--- config.mk ---
export PLATFORM = sky130hd
export DESIGN_NAME = uart_cmd_parser
export DESIGN_NICKNAME = d
export VERILOG_FILES = /design/src/rtl/uart_cmd_parser_pkg.sv /design/src/rtl/uart_cmd_parser_timeout.sv /design/src/rtl/uart_cmd_parser.sv
export SDC_FILE = /design/constraint.sdc
export NUM_CORES = 1
export LEC_CHECK = 0
export ABC_AREA = 1
export CORE_ASPECT_RATIO = 0.5
export CORE_MARGIN = 4
export CORE_UTILIZATION = 50
export CTS_CLUSTER_SIZE = 10
export DETAILED_ROUTE_END_ITERATION = 10
export PLACE_DENSITY = 0.79
export REMOVE_ABC_BUFFERS = 1
export SETUP_SLACK_MARGIN = 0.02
export SLEW_MARGIN = 20
export SYNTH_ARGS = -nofsm -noshare
export SYNTH_HDL_FRONTEND = slang
export SYNTH_SLANG_ARGS = --single-unit
--- constraint.sdc ---
create_clock -name clk -period 1.85 [get_ports clk]
set_clock_uncertainty 0.15 [all_clocks]
set_input_delay 0.185 -clock clk [delete_from_list [all_inputs] [get_ports clk]]
set_output_delay 0.185 -clock clk [all_outputs]
set_load 0.01 [all_outputs]
--- src/rtl/uart_cmd_parser_pkg.sv ---
// Shared types and constants for the UART command parser.
// Frame: SOF, L, CMD, L-1 payload bytes, EOF.
package uart_cmd_parser_pkg;

   localparam int DATA_W   = 8;
   localparam int NIBBLE_W = 4;

   typedef logic [DATA_W-1:0]   data_t;
   typedef logic [NIBBLE_W-1:0] nibble_t;

   typedef enum logic [7:0] {
      CMD_SET_N  = 8'h01,
      CMD_CLEAR  = 8'h02,
      CMD_LOAD_A = 8'h03,
      CMD_LOAD_B = 8'h04
   } cmd_t;

   localparam data_t SOF = 8'hFE;
   localparam data_t EOF = 8'hEF;

   typedef enum logic [2:0] {
      ST_IDLE,
      ST_LEN,
      ST_CMD,
      ST_PAYLOAD,
      ST_TAIL,
      ST_EXEC
   } state_t;

   // Is L legal for this command? Unknown commands are never legal.
   function automatic logic cmd_len_ok(input data_t cmd, input data_t len);
      logic ok;
      ok = 1'b0;
      case (cmd)
         8'h01:        ok = (len == 8'd2);
         8'h02:        ok = (len == 8'd1);
         8'h03, 8'h04: ok = (len != 8'd0);
         default:      ok = 1'b0;
      endcase
      return ok;
   endfunction

endpackage

--- src/rtl/uart_cmd_parser_timeout.sv ---
// Idle-gap watchdog: counts cycles since the last restart while enabled.
// expired is suppressed when restart is high in the same cycle.
module rx_timeout_counter #(
   parameter int TIMEOUT = 1000000
) (
   input  logic clk,
   input  logic rst,
   input  logic enable,
   input  logic restart,
   output logic expired
);

   localparam int CW = $clog2(TIMEOUT + 1);

   logic [CW-1:0] count;

   always_ff @(posedge clk) begin
      if (rst || !enable || restart)
         count <= '0;
      else if (!expired)
         count <= count + CW'(1);
   end

   assign expired = enable && !restart && (count == CW'(TIMEOUT - 1));

endmodule

--- src/rtl/uart_cmd_parser.sv ---
// Framed command decoder feeding the matrix-vector processor.
// All outputs are registered: effects appear one cycle after the byte.
module uart_cmd_parser
   import uart_cmd_parser_pkg::*;
#(
   parameter int DW        = 8,
   parameter int NW        = 4,
   parameter int MAX_N     = 8,
   parameter int DEFAULT_N = 2,
   parameter int TIMEOUT   = 1000000
) (
   input  logic          clk,
   input  logic          rst,
   input  logic [DW-1:0] rx_data,
   input  logic          rx_valid,
   input  logic          full_A,
   output logic [DW-1:0] uart,
   output logic          push_A,
   output logic          push_B,
   output logic [NW-1:0] N,
   output logic          clear,
   output logic          frame_ok,
   output logic          frame_err
);

   state_t        state, state_nx;
   logic [DW-1:0] len, len_nx;
   cmd_t          cmd, cmd_nx;
   logic [DW-1:0] rem, rem_nx;
   logic [DW-1:0] shadow, shadow_nx;
   logic          ovf, ovf_nx;
   logic [NW-1:0] n_nx;
   logic [DW-1:0] uart_nx;
   logic          push_a_nx, push_b_nx, clear_nx;
   logic          ok_nx, err_nx;
   logic          expired;
   logic          n_legal;

   rx_timeout_counter #(
      .TIMEOUT(TIMEOUT)
   ) u_timeout (
      .clk    (clk),
      .rst    (rst),
      .enable (state != ST_IDLE),
      .restart(rx_valid),
      .expired(expired)
   );

   assign n_legal = (shadow != '0) && (shadow <= DW'(MAX_N));

   always_ff @(posedge clk) begin
      if (rst) begin
         state     <= ST_IDLE;
         len       <= '0;
         cmd       <= CMD_SET_N;
         rem       <= '0;
         shadow    <= '0;
         ovf       <= 1'b0;
         N         <= NW'(DEFAULT_N);
         uart      <= '0;
         push_A    <= 1'b0;
         push_B    <= 1'b0;
         clear     <= 1'b0;
         frame_ok  <= 1'b0;
         frame_err <= 1'b0;
      end else begin
         state     <= state_nx;
         len       <= len_nx;
         cmd       <= cmd_nx;
         rem       <= rem_nx;
         shadow    <= shadow_nx;
         ovf       <= ovf_nx;
         N         <= n_nx;
         uart      <= uart_nx;
         push_A    <= push_a_nx;
         push_B    <= push_b_nx;
         clear     <= clear_nx;
         frame_ok  <= ok_nx;
         frame_err <= err_nx;
      end
   end

   always_comb begin
      state_nx  = state;
      len_nx    = len;
      cmd_nx    = cmd;
      rem_nx    = rem;
      shadow_nx = shadow;
      ovf_nx    = ovf;
      n_nx      = N;
      uart_nx   = uart;
      push_a_nx = 1'b0;
      push_b_nx = 1'b0;
      clear_nx  = 1'b0;
      ok_nx     = 1'b0;
      err_nx    = 1'b0;

      unique case (state)
         // EXEC lasts one cycle; a byte landing there starts the next frame
         ST_IDLE, ST_EXEC: begin
            state_nx = ST_IDLE;
            if (rx_valid && rx_data == SOF) begin
               state_nx = ST_LEN;
               ovf_nx   = 1'b0;
            end
         end
         ST_LEN: if (rx_valid) begin
            if (rx_data == '0) begin
               err_nx   = 1'b1;
               state_nx = ST_IDLE;
            end else begin
               len_nx   = rx_data;
               state_nx = ST_CMD;
            end
         end
         ST_CMD: if (rx_valid) begin
            cmd_nx = cmd_t'(rx_data);
            if (!cmd_len_ok(rx_data, len)) begin
               err_nx   = 1'b1;
               state_nx = ST_IDLE;
            end else if (len == DW'(1)) begin
               state_nx = ST_TAIL;
            end else begin
               rem_nx   = len - DW'(1);
               state_nx = ST_PAYLOAD;
            end
         end
         ST_PAYLOAD: if (rx_valid) begin
            rem_nx = rem - DW'(1);
            if (rem == DW'(1))
               state_nx = ST_TAIL;
            case (cmd)
               CMD_LOAD_A: begin
                  if (full_A) begin
                     ovf_nx = 1'b1;
                  end else begin
                     push_a_nx = 1'b1;
                     uart_nx   = rx_data;
                  end
               end
               CMD_LOAD_B: begin
                  push_b_nx = 1'b1;
                  uart_nx   = rx_data;
               end
               CMD_SET_N: shadow_nx = rx_data;
               default: ;
            endcase
         end
         ST_TAIL: if (rx_valid) begin
            if (rx_data != EOF) begin
               err_nx   = 1'b1;
               state_nx = ST_IDLE;
            end else begin
               state_nx = ST_EXEC;
               case (cmd)
                  CMD_SET_N: begin
                     if (n_legal) begin
                        n_nx  = shadow[NW-1:0];
                        ok_nx = 1'b1;
                     end else begin
                        err_nx = 1'b1;
                     end
                  end
                  CMD_CLEAR: begin
                     clear_nx = 1'b1;
                     ok_nx    = 1'b1;
                  end
                  default: begin
                     ok_nx  = !ovf;
                     err_nx = ovf;
                  end
               endcase
            end
         end
         default: state_nx = ST_IDLE;
      endcase

      // A byte in the expiry cycle wins, so only a silent gap aborts
      if (!rx_valid && expired && state != ST_IDLE && state != ST_EXEC) begin
         err_nx   = 1'b1;
         state_nx = ST_IDLE;
      end
   end

endmodule
==> impl_results.md, run 1 <==
- Wire per inst: 12.6 um
- Synth Area in Simple Gates: roughly a third
- #FFs+latches synth: 73
- RSZ-0062 raised after global routing: yes
- Drt total wl: 9280 um
- Biggest area consumer among synthesized cells: dfxtp_1
- Seq. cell area: 1470 um2
- Worst slew pin tran: 0.348 ns
- Maximum net fanout on the critical path: 6
- Post-Layout Inst Area: between 4000 and 5000 um2
- Die X: between 100 and 150 um
- Placed inst area: 4570 um2
- N_diodes: 0
- Synth Warn #: 0
- Vias in the first global route: 3463
- Area fraction in compound gates after synthesis: 15.0%
- Mux contribution to synthesized area: 0%
- Inserted Clock Buffers: 9
- Worst Setup End Kind: flip-flop
- P&R area growth vs syn: 26.5%
- Max-cap violations: 0
- Sequential fraction of the synthesis area: 37.5%
- WHS: 0.151 ns
- Fill cells: 625
- Starting Density: 52.2%
- Post-route insts no fill: 738
- Crit path kind: input port to flip-flop
- Lkg Pwr: between 0.0015 and 0.002 uW
- Netlist Area Pre-Place: approximately 4000 um2
- Xor-xnor portion of the synthesized cell area: 2.47%
- Routed vias: around 3.8k
- Wire length of the first global-routing pass: between 15000 and 20000 um
- Synth Instances: about 550
- Final setup fails: 0
- Cells after DPL: 721
- Period minus WS final: 1.78 ns
- Count of final max-slew check failures: 0
- Largest net degree at the start of global routing: 38
- Synth top area share: 37.5%
- Max VDD drop: 0.000448 V
- Drc violations: 0
- CTS tree: built
- Post-Synth Adder-Cell Area: 1.93%
- CP Launch Type: input port
- DPL Wire Length: ~6700 um
- Detail Route Antenna Nets: 0
- Die ar.: 9350 um2
- Synth top area cells: dfxtp_1 38%, nand2_1 11%, a21oi_1 6.8%
- Root Driver: clkbuf_16
- Num rows: 22
- Data arrival, critical path: 1.85 ns
- Reg clk slew, reported paths: 0.05 ns
- Routability Congestion: 0.878
- H-tree depth: 3
- Final Hold Fails: 0
- Status: finished, final reports clean
- Cts hold-fix bufs: 0
- Largest family of logic cells by synthesized area: simple AND/OR/NAND/NOR gates
- Die Ht: 70.4 um
- Worst path required time: 1.92 ns
- Initial antenna violation count: 0
- Pwr dens: 666 nW/um2
- Worst min-delay path class: input port to flip-flop
- Nets: 644
- Multi-input logic area: 2150 um2
- Total track usage: between 20% and 30%
- Core area: 7460 um2
- Vias/cell: 5.10
- CTS max path bufs: 2
- GRT overflow: 0
- Synth cell types: 41
- Layout cells sized above 1: 19.4%
- Most common cell after layout, fill and taps aside: nand2_1
- Worst R2R Setup Slack: 0.09 ns
- IO Pins: 29
- Final Cycle Share: a little over nine tenths
- Clk sinks: 73
- Syn_area_per_cell: 7.03 um2
- Iteration count of the initial detailed-routing pass: 5
- Most frequent cells in the layout: 112 x nand2_1, 70 x dfxtp_1, 65 x nor2_1
- Fmax: around 560 MHz
- Detailed Route Iter0 Violations: 217
- Number of port buffers: 28
- Slew HR: ~77%
- Worst-Skew Late Latency: 0.33 ns
[cell families (layout without fill, tap and decap cells)]
| group | after synthesis | count (layout) |
|---|---|---|
| and+or+nand+nor | 273 | 273 |
| DFF | 73 | 73 |
| AOI/OAI and AO/OA | 107 | 107 |
| adders and majority gates | 6 | 6 |
| xor gates and xnor gates | 11 | 11 |
| buffers and inverters | 84 | 160 |
[power by group]
group / internal [uW] / switching, uW / total (uW)
Combinational: 77.7 / 83.6 / 161
Sequential: 1570 / 0.317 / 1570
Clock: 931 / 613 / 1540
[through the flow]
stage / power [uW] / setup TNS [ns] / utilization [%] / worst slack (ns)
6_report: 3280 / 0 / 66.1 / 0.0725
5_1_grt: 3400 / -0.0409 / 66.1 / -0.0314
2_1_floorplan: 1650 / 0 / - / 0.0898
3_3_place_gp: 1760 / -1.09 / 61.3 / -0.104
4_1_cts: 3310 / 0 / 64.8 / 0.0328
3_5_place_dp: 1760 / -1.97 / 61.3 / -0.174
[cell type report]
type                            count  area share [%]
Sequential cell                    73            29.7
Tap cell                          108            2.74
Clock buffer                       12            5.00
Inverter                           74            5.76
Timing Repair Buffer               71            12.8
Multi-Input combinational cell    397            43.6
Clock inverter                      3           0.356
[sequential cells by signal, indices dropped and copies added, names as in the netlist]
signal and count:
cmd 8, rem 8, clear 1, shadow 8, N 4, len 8, state 3, push_A 1
ovf 1, frame_ok 1, push_B 1, uart 8, u_timeout.count 20, frame_err 1
[path summary, 6_finish.rpt]
check | start | to | cells after the start
max | rx_data[2] | rem[4]$_SDFFE_PP0P_ | 10
min | rx_data[0] | cmd[0]$_SDFFE_PP1P_ | 3
max reg2reg | state[2]$_SDFFE_PP0P_ | rem[4]$_SDFFE_PP0P_ | 10
min reg2reg | shadow[7]$_SDFFE_PP0P_ | shadow[7]$_SDFFE_PP0P_ | 2
[what timing repair did]
action,4_1_cts,5_1_grt
gates resized for setup,0,22
buffers inserted,0,2
endpoints found under the setup margin,0,33
[critical path: stages]
cell	delay (ns)
clkdlybuf4s50_1	0.52
nor2_1	0.22
nand3_1	0.10
nor2_1	0.12
nand2_1	0.11
nand4_4	0.13
nand2_4	0.08
buf_12	0.13
o21ai_0	0.19
nor2_1	0.06
[routing by layer]
metal | share of wire [%] | GRT usage (%) | vias up
met1 | 47 | 25.4 | 1704
met5 | 0 | 0 | -
li1 | - | - | 1949
met3 | 4.8 | 6.47 | 18
met4 | 1.8 | 6.11 | 0
met2 | 46 | 33.1 | 90
[cell usage after synthesis, drive strengths merged]
cell,number
nor2,80
a21oi,53
nand4,14
nand3,38
buf,8
clkinv,4
xnor2,3
o211ai,1
inv,70
or2,4
dfxtp,73
clkbuf,2
ha,6
nor3,11
o22ai,1
xor2,8
a211oi,4
o21ai,44
o31ai,1
a31oi,3
nor4,3
nand2,123
Note: power is estimated with default switching activity, not from simulation.
==> run 2, diff against run 1 <==
CTS_CLUSTER_SIZE = not set   (was 10)
TNS_END_PERCENT = 10   (was not set)
==> run 2 against run 1 <==
Sequential cell count unchanged. Critical path depth is 1 higher. Hold slack improved by 0.16 ns. Combinational power about the same. Non-clock buffer count shrank 1. Worst setup slack improved by 0.035 ns. Final cell count down 0.14%. Sequential share of layout area increased by 0.24 points. Sequential power hardly changed. Register-to-register slack improved by 0.02 ns. Highest routed layer unchanged. Die area unchanged. Clock power hardly changed.
==> impl_results.md, run 2 (same netlist as run 1, synthesis figures left out) <==
- Detailed Route Iter0 Violations: 201 (-7.4%)
- Core area: 7460 um2 (unchanged)
- CTS max path bufs: 2 (unchanged)
- DPL Wire Length: 6720 um (unchanged)
- Hold depth: 2 (-1)
- Inserted Clock Buffers: 9 (unchanged)
- Most frequent cells in the layout: 112 x nand2_1, 70 x dfxtp_1, 65 x nor2_1
- Vias/cell: 5.06 (-0.72%)
- Final setup fails: 0 (unchanged)
- Wire per inst: 12.5 um (-0.82%)
- Fin Setup TNS: 0 ns (unchanged)
- Slowest cell on crit path: dfxtp_2
- Vias in the first global route: 3463 (unchanged)
- Cts hold-fix bufs: 0 (unchanged)
- Maximum net fanout on the critical path: 9 (+3)
- Max-cap violations: 0 (unchanged)
- Die Ht: 70.4 um (unchanged)
- FF-to-FF End: rem[7]$_SDFFE_PP0P_
- Worst-Skew Late Latency: 0.33 ns (about the same)
- Wire length of the first global-routing pass: 15300 um (unchanged)
- Lkg Pwr: 0.00193 uW (-1.1%)
- Worst Hold End: shadow[4]$_SDFFE_PP0P_
- Routed vias: 3729 (-0.85%)
- Iteration count of the initial detailed-routing pass: 5 (unchanged)
- Max VDD drop: 0.000448 V (about the same)
- CP Cell Sequence: inv_1 -> buf_4 -> ha_1 -> nand2_1 -> nor2_1 -> nand2_1 -> nand4_2 -> nand2_4 -> clkinv_4 -> o21ai_1 -> nor2_1
- GRT overflow: 0 (unchanged)
- Pwr dens: 671 nW/um2 (+0.81%)
- Count of final max-slew check failures: 0 (unchanged)
- Status: finished, final reports clean
- Data arrival, critical path: 1.82 ns (-0.03 ns)
- Period minus WS final: 1.74 ns (-0.0349 ns)
- IO Pins: 29 (unchanged)
- Top Family by Delay on Critical Path: simple AND/OR/NAND/NOR gates
- Pwr Total: 3280 uW (about the same)
- HP Start: shadow[4]$_SDFFE_PP0P_
- Starting Density: 52.2% (unchanged)
- Reg clk slew, reported paths: 0.05 ns (about the same)
- Worst slew pin tran: 0.335 ns (-0.0130 ns)
- Largest Register: u_timeout.count
- Number of port buffers: 28 (unchanged)
- Largest net degree at the start of global routing: 38 (unchanged)
- Nets: 643 (-0.16%)
- Buf/Inv on CP: 3 (+1)
- Drc violations: 0 (unchanged)
- Drt total wl: 9190 um (-0.96%)
- Most common cell after layout, fill and taps aside: nand2_1
- Die ar.: 9350 um2 (unchanged)
- Fmax: 574 MHz (+2.0%)
- Final Cycle Share: 94.2% (-1.9 points)
- CP Launch Type: flip-flop
- Routability Congestion: 0.878 (unchanged)
- N_diodes: 0 (unchanged)
- Worst path required time: 1.92 ns (about the same)
- CP peak stage delay: 0.32 ns (-0.20 ns)
- Final Hold Fails: 0 (unchanged)
- RSZ-0062 raised after global routing: yes
- Die X: 133 um (unchanged)
- Clk sinks: 73 (unchanged)
- Worst R2R Setup Slack: 0.11 ns (+0.02 ns)
- RR Startpoint: len[0]$_SDFFE_PP0P_
- Worst Setup End Kind: flip-flop
- Max reg flops: 20 (unchanged)
- Worst reg2reg path depth: 11 (+1)
- Crit path kind: flip-flop to flip-flop
- CTS tree: built
- H-tree depth: 3 (unchanged)
- Detail Route Antenna Nets: 0 (unchanged)
- Total track usage: 20.2% (unchanged)
- Initial antenna violation count: 0 (unchanged)
- Worst min-delay path class: flip-flop to flip-flop
- Root Driver: clkbuf_16
- Slew HR: 77.6% (+0.87 points)
- WHS: 0.307 ns (+0.156 ns)
- Num rows: 22 (unchanged)
- Layout cells sized above 1: 18.8% (-0.61 points)
- P&R area growth vs syn: 25.5%
run 2: what timing repair did:
action,CTS,global route
gates resized for setup,0,15
setup buffers,0,1
endpoints found under the setup margin,0,33
run 2: worst max-delay path by stage:
stage                                               start                                to  cells past startpoint
after floorplan                     state[1]$_SDFFE_PP0P_            shadow[0]$_SDFFE_PP0P_                      6
after global placement                         rx_data[5]                 N[2]$_SDFFE_PP0P_                     10
after detailed placement                       rx_data[3]               rem[7]$_SDFFE_PP0P_                     12
after CTS                 u_timeout.count[0]$_SDFFE_PP0N_  u_timeout.count[18]$_SDFFE_PP0N_                     10
after global routing                  len[0]$_SDFFE_PP0P_               rem[7]$_SDFFE_PP0P_                     11
final                                 len[0]$_SDFFE_PP0P_               rem[7]$_SDFFE_PP0P_                     11
run 2: final cells by class:
cell class	instances	area [um2]
multi-input combinational	397	2130
fill	631	2570
clock inverter	3	17.5
clock buffer	12	246
sequential	73	1470
tap	108	135
inverter	74	284
timing repair buffer	70	608
run 2: power by group:
part / switching [uW] / internal (uW)
registers: 0.310 / 1570
logic: 83.2 / 77.8
clock network: 614 / 931
total: 698 / 2580
run 2: worst register-to-register path, delay by kind of cell, from the launching register on:
kind / cells / cell delay [ns]
AO/OA/AOI/OAI: 1 / 0.12
AND/OR/NAND/NOR: 6 / 0.57
adder cells (fa/ha/maj): 1 / 0.18
flip-flops: 1 / 0.32
buffers and inverters: 3 / 0.29
run 2: stage by stage:
stage	instance area, um2	util (%)	setup WS [ns]	cells
after global routing	4890	65.5	-0.0365	737
after CTS	4830	64.8	0.0328	736
after global placement	4570	61.3	-0.104	721
after detailed placement	4570	61.3	-0.174	721
final	4890	65.5	0.107	737
after floorplan	3830	-	0.0898	544
run 2: metal layers:
layer	vias up	GRT usage (%)	wire length [um]
met5	-	0	0
met2	82	33.1	4220
met1	1684	25.4	4410
met3	18	6.47	392
li1	1945	-	-
met4	0	6.11	165
==> RTL change 1, RTL diff (flow settings as in run 1) <==
The 6 states of `state_t` get a one-hot encoding in 6 bits.
--- a/src/rtl/uart_cmd_parser_pkg.sv
+++ b/src/rtl/uart_cmd_parser_pkg.sv
@@ -19,11 +19,11 @@
    localparam data_t EOF = 8'hEF;
 
-   typedef enum logic [2:0] {
-      ST_IDLE,
-      ST_LEN,
-      ST_CMD,
-      ST_PAYLOAD,
-      ST_TAIL,
-      ST_EXEC
+   typedef enum logic [5:0] {
+      ST_IDLE    = 6'b000001,
+      ST_LEN     = 6'b000010,
+      ST_CMD     = 6'b000100,
+      ST_PAYLOAD = 6'b001000,
+      ST_TAIL    = 6'b010000,
+      ST_EXEC    = 6'b100000
    } state_t;
 
Formal check against the unedited RTL: no difference found for any inputs over 10 cycles, from zero or initial values and one cycle with rst high; not proved beyond that.
==> RTL change 1 against run 1 <==
  * Non-clock buffer count increased by 8
  * Die area increased by 3.4%
  * Power increased by 3.5%
  * Maximum frequency increased by 1.8%
  * Routed wire length increased by 1.8%
  * Final area increased by 4.5%
  * Area after synthesis increased by 3.7%
  * Sequential cell count increased by 3
  * Setup slack improved by 0.031 ns
  * Combinational power decreased by 11%
  * Largest cell class unchanged
==> RTL change 1: results (changes against run 1) <==
Outcome
  – Status: finished, final reports clean (unchanged)

Layout
  – Area of the multi-input gates: 0.00222 mm² (was 0.00215 mm²)
  – Nonclk inv count: 81 (was 74)
  – Fraction of cell area in non-clock buffers: 13.2% (was 12.8%)
  – Layout clock buffer count: 10 (was 12)
  – Share of cells above drive strength 1: 19.7% (was 19.4%)
  – NumNets Final: 687 (was 644)
  – Util after Layout: 67.8% (was 66.1%)
  – Clock-cell share: 5.37% (was 5.36%)

Drt
  – DRT iter0 DRCs: 191 (was 217)
  – Routed wire length: 9450 µm (was 9280 µm)
  – WL met2: 4320 µm (was 4290 µm)
  – Post-DR wirelength/cell: 12.1 µm (was 12.6 µm)
  – DR WL met3: 376 µm (was 443 µm)
  – Vias per cell: 5.10 (about the same)

STA
  – Fin worst setup slack: 0.104 ns (was 0.0725 ns)
  – Minimum hold slack: 0.103 ns (was 0.151 ns)

Setup path
  – Critical path fanouts, max: 4 (was 6)
  – CP Capture Point: u_timeout.count[4] (was rem[4])
  – Cells on worst reg2reg path: 11 (was 10)
  – Critical Path AT: 1.88 ns (was 1.85 ns)
  – Critical Setup Path Class: flop to flop (was input port to flop)
  – R2r startpoint: u_timeout.count[0] (was state[2])

Synthesis
  – Seq/Total Area, Yosys: 37.7% (was 37.5%)
  – Top cell types by occurrence after synthesis: nand2_1 (109), nor2_1 (88), dfxtp_1 (76), inv_1 (67), a21oi_1 (46) (was nand2_1 (113), dfxtp_1 (73), nor2_1 (66), inv_1 (63), a21oi_1 (53))
  – Cell variety after synth: 45 (was 41)
  – Leading post-synthesis cells by cell area: dfxtp_1 (38%), nand2_1 (10%), nor2_1 (8.2%) (was dfxtp_1 (38%), nand2_1 (11%), a21oi_1 (6.8%))
  – Yosys reg bits: 76 (was 73)

Power and ir drop
  – Worst VDD drop: 480 µV (was 448 µV)
  – Sw Share: 22.8% (was 21.3%)
  – Power per cell area: 659 mW/mm² (was 666 mW/mm²)
  – Leakage: 2.18 nW (was 1.95 nW)
  – Sw Pwr: 0.775 mW (was 0.697 mW)

GRT
  – GR Util met3: 6.10% (was 6.47%)
  – GR Util All Layers: 20.5% (was 20.2%)
  – Largest net degree at the start of global routing: 44 (was 38)
  – First-pass GRT wire length: 16400 µm (was 15300 µm)

Placed design
  – Placed cell area: 0.00473 mm² (was 0.00457 mm²)
  – DPL Wire Length: 6910 µm (was 6720 µm)
  – Dpl cells: 757 (was 721)
[RTL change 1: cell count changes after synthesis, sizes merged, moves of 4 or more]
cell	change
nor2	+20
inv	+10
a21oi	-6
nand3	+6
o21ai	+5
nand2	-4
[RTL change 1: timing repair]
item,4_1_cts,5_1_grt
setup buffers,0,9
endpoints found under the setup margin,0,26
gates resized for setup,0,27
[RTL change 1: cell families (layout without fill, tap and decap cells)]
family                   count (synthesis)  after routing  synth area share [%]
AO/OA/AOI/OAI                          105            105                  14.0
AND/OR/NAND/NOR                        302            302                  35.5
adder cells (fa/ha/maj)                  6              6                  1.86
multiplexers                             1              1                 0.248
flip-flops                              76             76                  37.7
buffers and inverters                   92            176                  9.01
XOR/XNOR                                 8              8                  1.73
==> RTL change 2, RTL diff (settings of run 1) <==
Made on the original files. Change the parameter `MAX_N` from 8 to 6.
--- a/src/rtl/uart_cmd_parser.sv
+++ b/src/rtl/uart_cmd_parser.sv
@@ -6,5 +6,5 @@
    parameter int DW        = 8,
    parameter int NW        = 4,
-   parameter int MAX_N     = 8,
+   parameter int MAX_N     = 6,
    parameter int DEFAULT_N = 2,
    parameter int TIMEOUT   = 1000000
Behaviour: not the same (a bounded check fails within 10 cycles, from zero or initial values and one cycle with rst high).
==> RTL change 2 against run 1 <==
  * Area after synthesis is 1.3% lower
  * Core utilization rose by 2.4 points
  * Sequential power is essentially flat
  * Power up 5.0%
  * Routed wire length rose by 3.4%
  * Setup slack worse by 0.032 ns
  * Final area increased by 2.8%
  * Sequential cell count did not move
  * Via count grew 3.7%
  * Global-route usage grew 0.11 points
==> RTL change 2: results (changes against run 1) <==
Setup path
  – Largest stage delay, worst path: 0.35 ns (was 0.52 ns)
  – CP Capture Point: u_timeout.count[1] (was rem[4])
  – Register-to-register path setup slack: 0.04 ns (was 0.09 ns)
  – Critical Path Source: u_timeout.count[0] (was rx_data[2])
  – Cells on worst reg2reg path: 9 (was 10)
  – Slowest CP cell: dfxtp_2 (was clkdlybuf4s50_1)

Layout
  – # fillers: 600 (was 625)
  – NumNets Final: 666 (was 644)
  – Share of cells above drive strength 1: 20.5% (was 19.4%)

Synthesis
  – Avg Inst Size Synth: 6.76 µm² (was 7.03 µm²)
  – Top cell types by occurrence after synthesis: nand2_1 (120), nor2_1 (89), dfxtp_1 (73), inv_1 (68), a21oi_1 (49) (was nand2_1 (113), dfxtp_1 (73), nor2_1 (66), inv_1 (63), a21oi_1 (53))
  – Leading post-synthesis cells by cell area: dfxtp_1 (38%), nand2_1 (12%), nor2_1 (8.7%) (was dfxtp_1 (38%), nand2_1 (11%), a21oi_1 (6.8%))
  – Cell variety after synth: 39 (was 41)
  – Seq/Total Area, Yosys: 38.0% (was 37.5%)

Drt
  – Routed wire length: 9590 µm (was 9280 µm)
  – Post-DR wirelength/cell: 12.8 µm (was 12.6 µm)
  – Vias: 3899 (was 3761)
  – DRT iter0 DRCs: 340 (was 217)

Outcome
  – Status: finished, final reports clean (unchanged)

GRT
  – GR Util All Layers: 20.3% (was 20.2%)
  – Number of global-route vias before repair: 3461 (was 3463)
  – Largest net degree at the start of global routing: 46 (was 38)
  – First-pass GRT wire length: 15500 µm (was 15300 µm)

Power and ir drop
  – Worst VDD drop: 499 µV (was 448 µV)
  – Leakage: 2.12 nW (was 1.95 nW)

Placed design
  – Dpl cells: 725 (was 721)
  – DPL Wire Length: 6510 µm (was 6720 µm)

STA
  – Headroom to the max-slew limit: 65.8% (was 76.8%)
  – Period utilisation layout: 97.8% (was 96.1%)

Hold path
  – Hold crit path type: flop to flop (was input port to flop)
[RTL change 2: changes by cell type in the layout (fill, tap and decap cells not counted), sizes merged, moves of 3 or more]
cell    delta
nor2      +21
xor2       -3
buf        +6
nand3      -6
o21ai      +3
inv        +6
a211oi     -3
clkinv     -3
[RTL change 2: final cells by class]
class | instances | area, µm² | area share (%)
multi-input combinational | 410 | 2190 | 43.2
sequential | 73 | 1470 | 29.0
timing repair buffer | 77 | 697 | 13.8
inverter | 77 | 297 | 5.85
clock buffer | 11 | 243 | 4.79
tap | 96 | 120 | 2.37
clock inverter | 5 | 55.1 | 1.09
[RTL change 2: cell families after synthesis]
| group | Yosys count | share of synthesized area, % |
|---|---|---|
| AND/OR/NAND/NOR | 288 | 34.0 |
| AO/OA/AOI/OAI | 107 | 14.9 |
| buffers and inverters | 87 | 9.21 |
| flip-flops | 73 | 38.0 |
| XOR/XNOR | 8 | 1.82 |
| adder cells (fa/ha/maj) | 6 | 1.95 |
[RTL change 2: metrics by stage]
stage          TNS, ns  instance area [µm²]  util, %
2_1_floorplan        0                 3780        -
3_3_place_gp     -1.85                 4540     61.3
3_5_place_dp     -3.11                 4540     61.3
4_1_cts              0                 4840     65.3
5_1_grt         -0.141                 5070     68.4
6_report             0                 5070     68.4
[RTL change 2: worst max-delay path: cells and delay by family, from the launching register on]
| kind | cells | cell delay [ns] |
|---|---|---|
| adder cells (fa/ha/maj) | 1 | 0.16 |
| buffers and inverters | 2 | 0.23 |
| flip-flops | 1 | 0.35 |
| AO/OA/AOI/OAI | 1 | 0.05 |
| AND/OR/NAND/NOR | 5 | 0.75 |
[RTL change 2: worst min-delay path by stage]
stage	start	to	slack, ns	cells past startpoint
5_1_grt	N[3]	N[3]	0.33	2
3_5_place_dp	N[3]	N[3]	0.30	2
2_1_floorplan	rst	frame_err	0.10	1
6_report	N[3]	N[3]	0.31	2
3_3_place_gp	N[3]	N[3]	0.31	2
4_1_cts	N[3]	N[3]	0.31	2
[RTL change 2: repair_timing]
action | in CTS | in global routing
pin swaps | 0 | 10
resized for setup | 1 | 50
setup endpoints to repair | 5 | 42
buffers inserted | 0 | 7
gates cloned | 0 | 1
[RTL change 2: layer usage]
layer / global-route usage [%] / routed length (µm)
met4: 7.80 / 167
met3: 5.90 / 360
met5: 0 / 0
met1: 25.1 / 4440
met2: 33.7 / 4630
[RTL change 2: report_power, final]
group	switching [mW]	internal, mW
logic	0.0725	0.0623
registers	0.000284	1.57
clock network	0.663	1.08
total	0.736	2.71
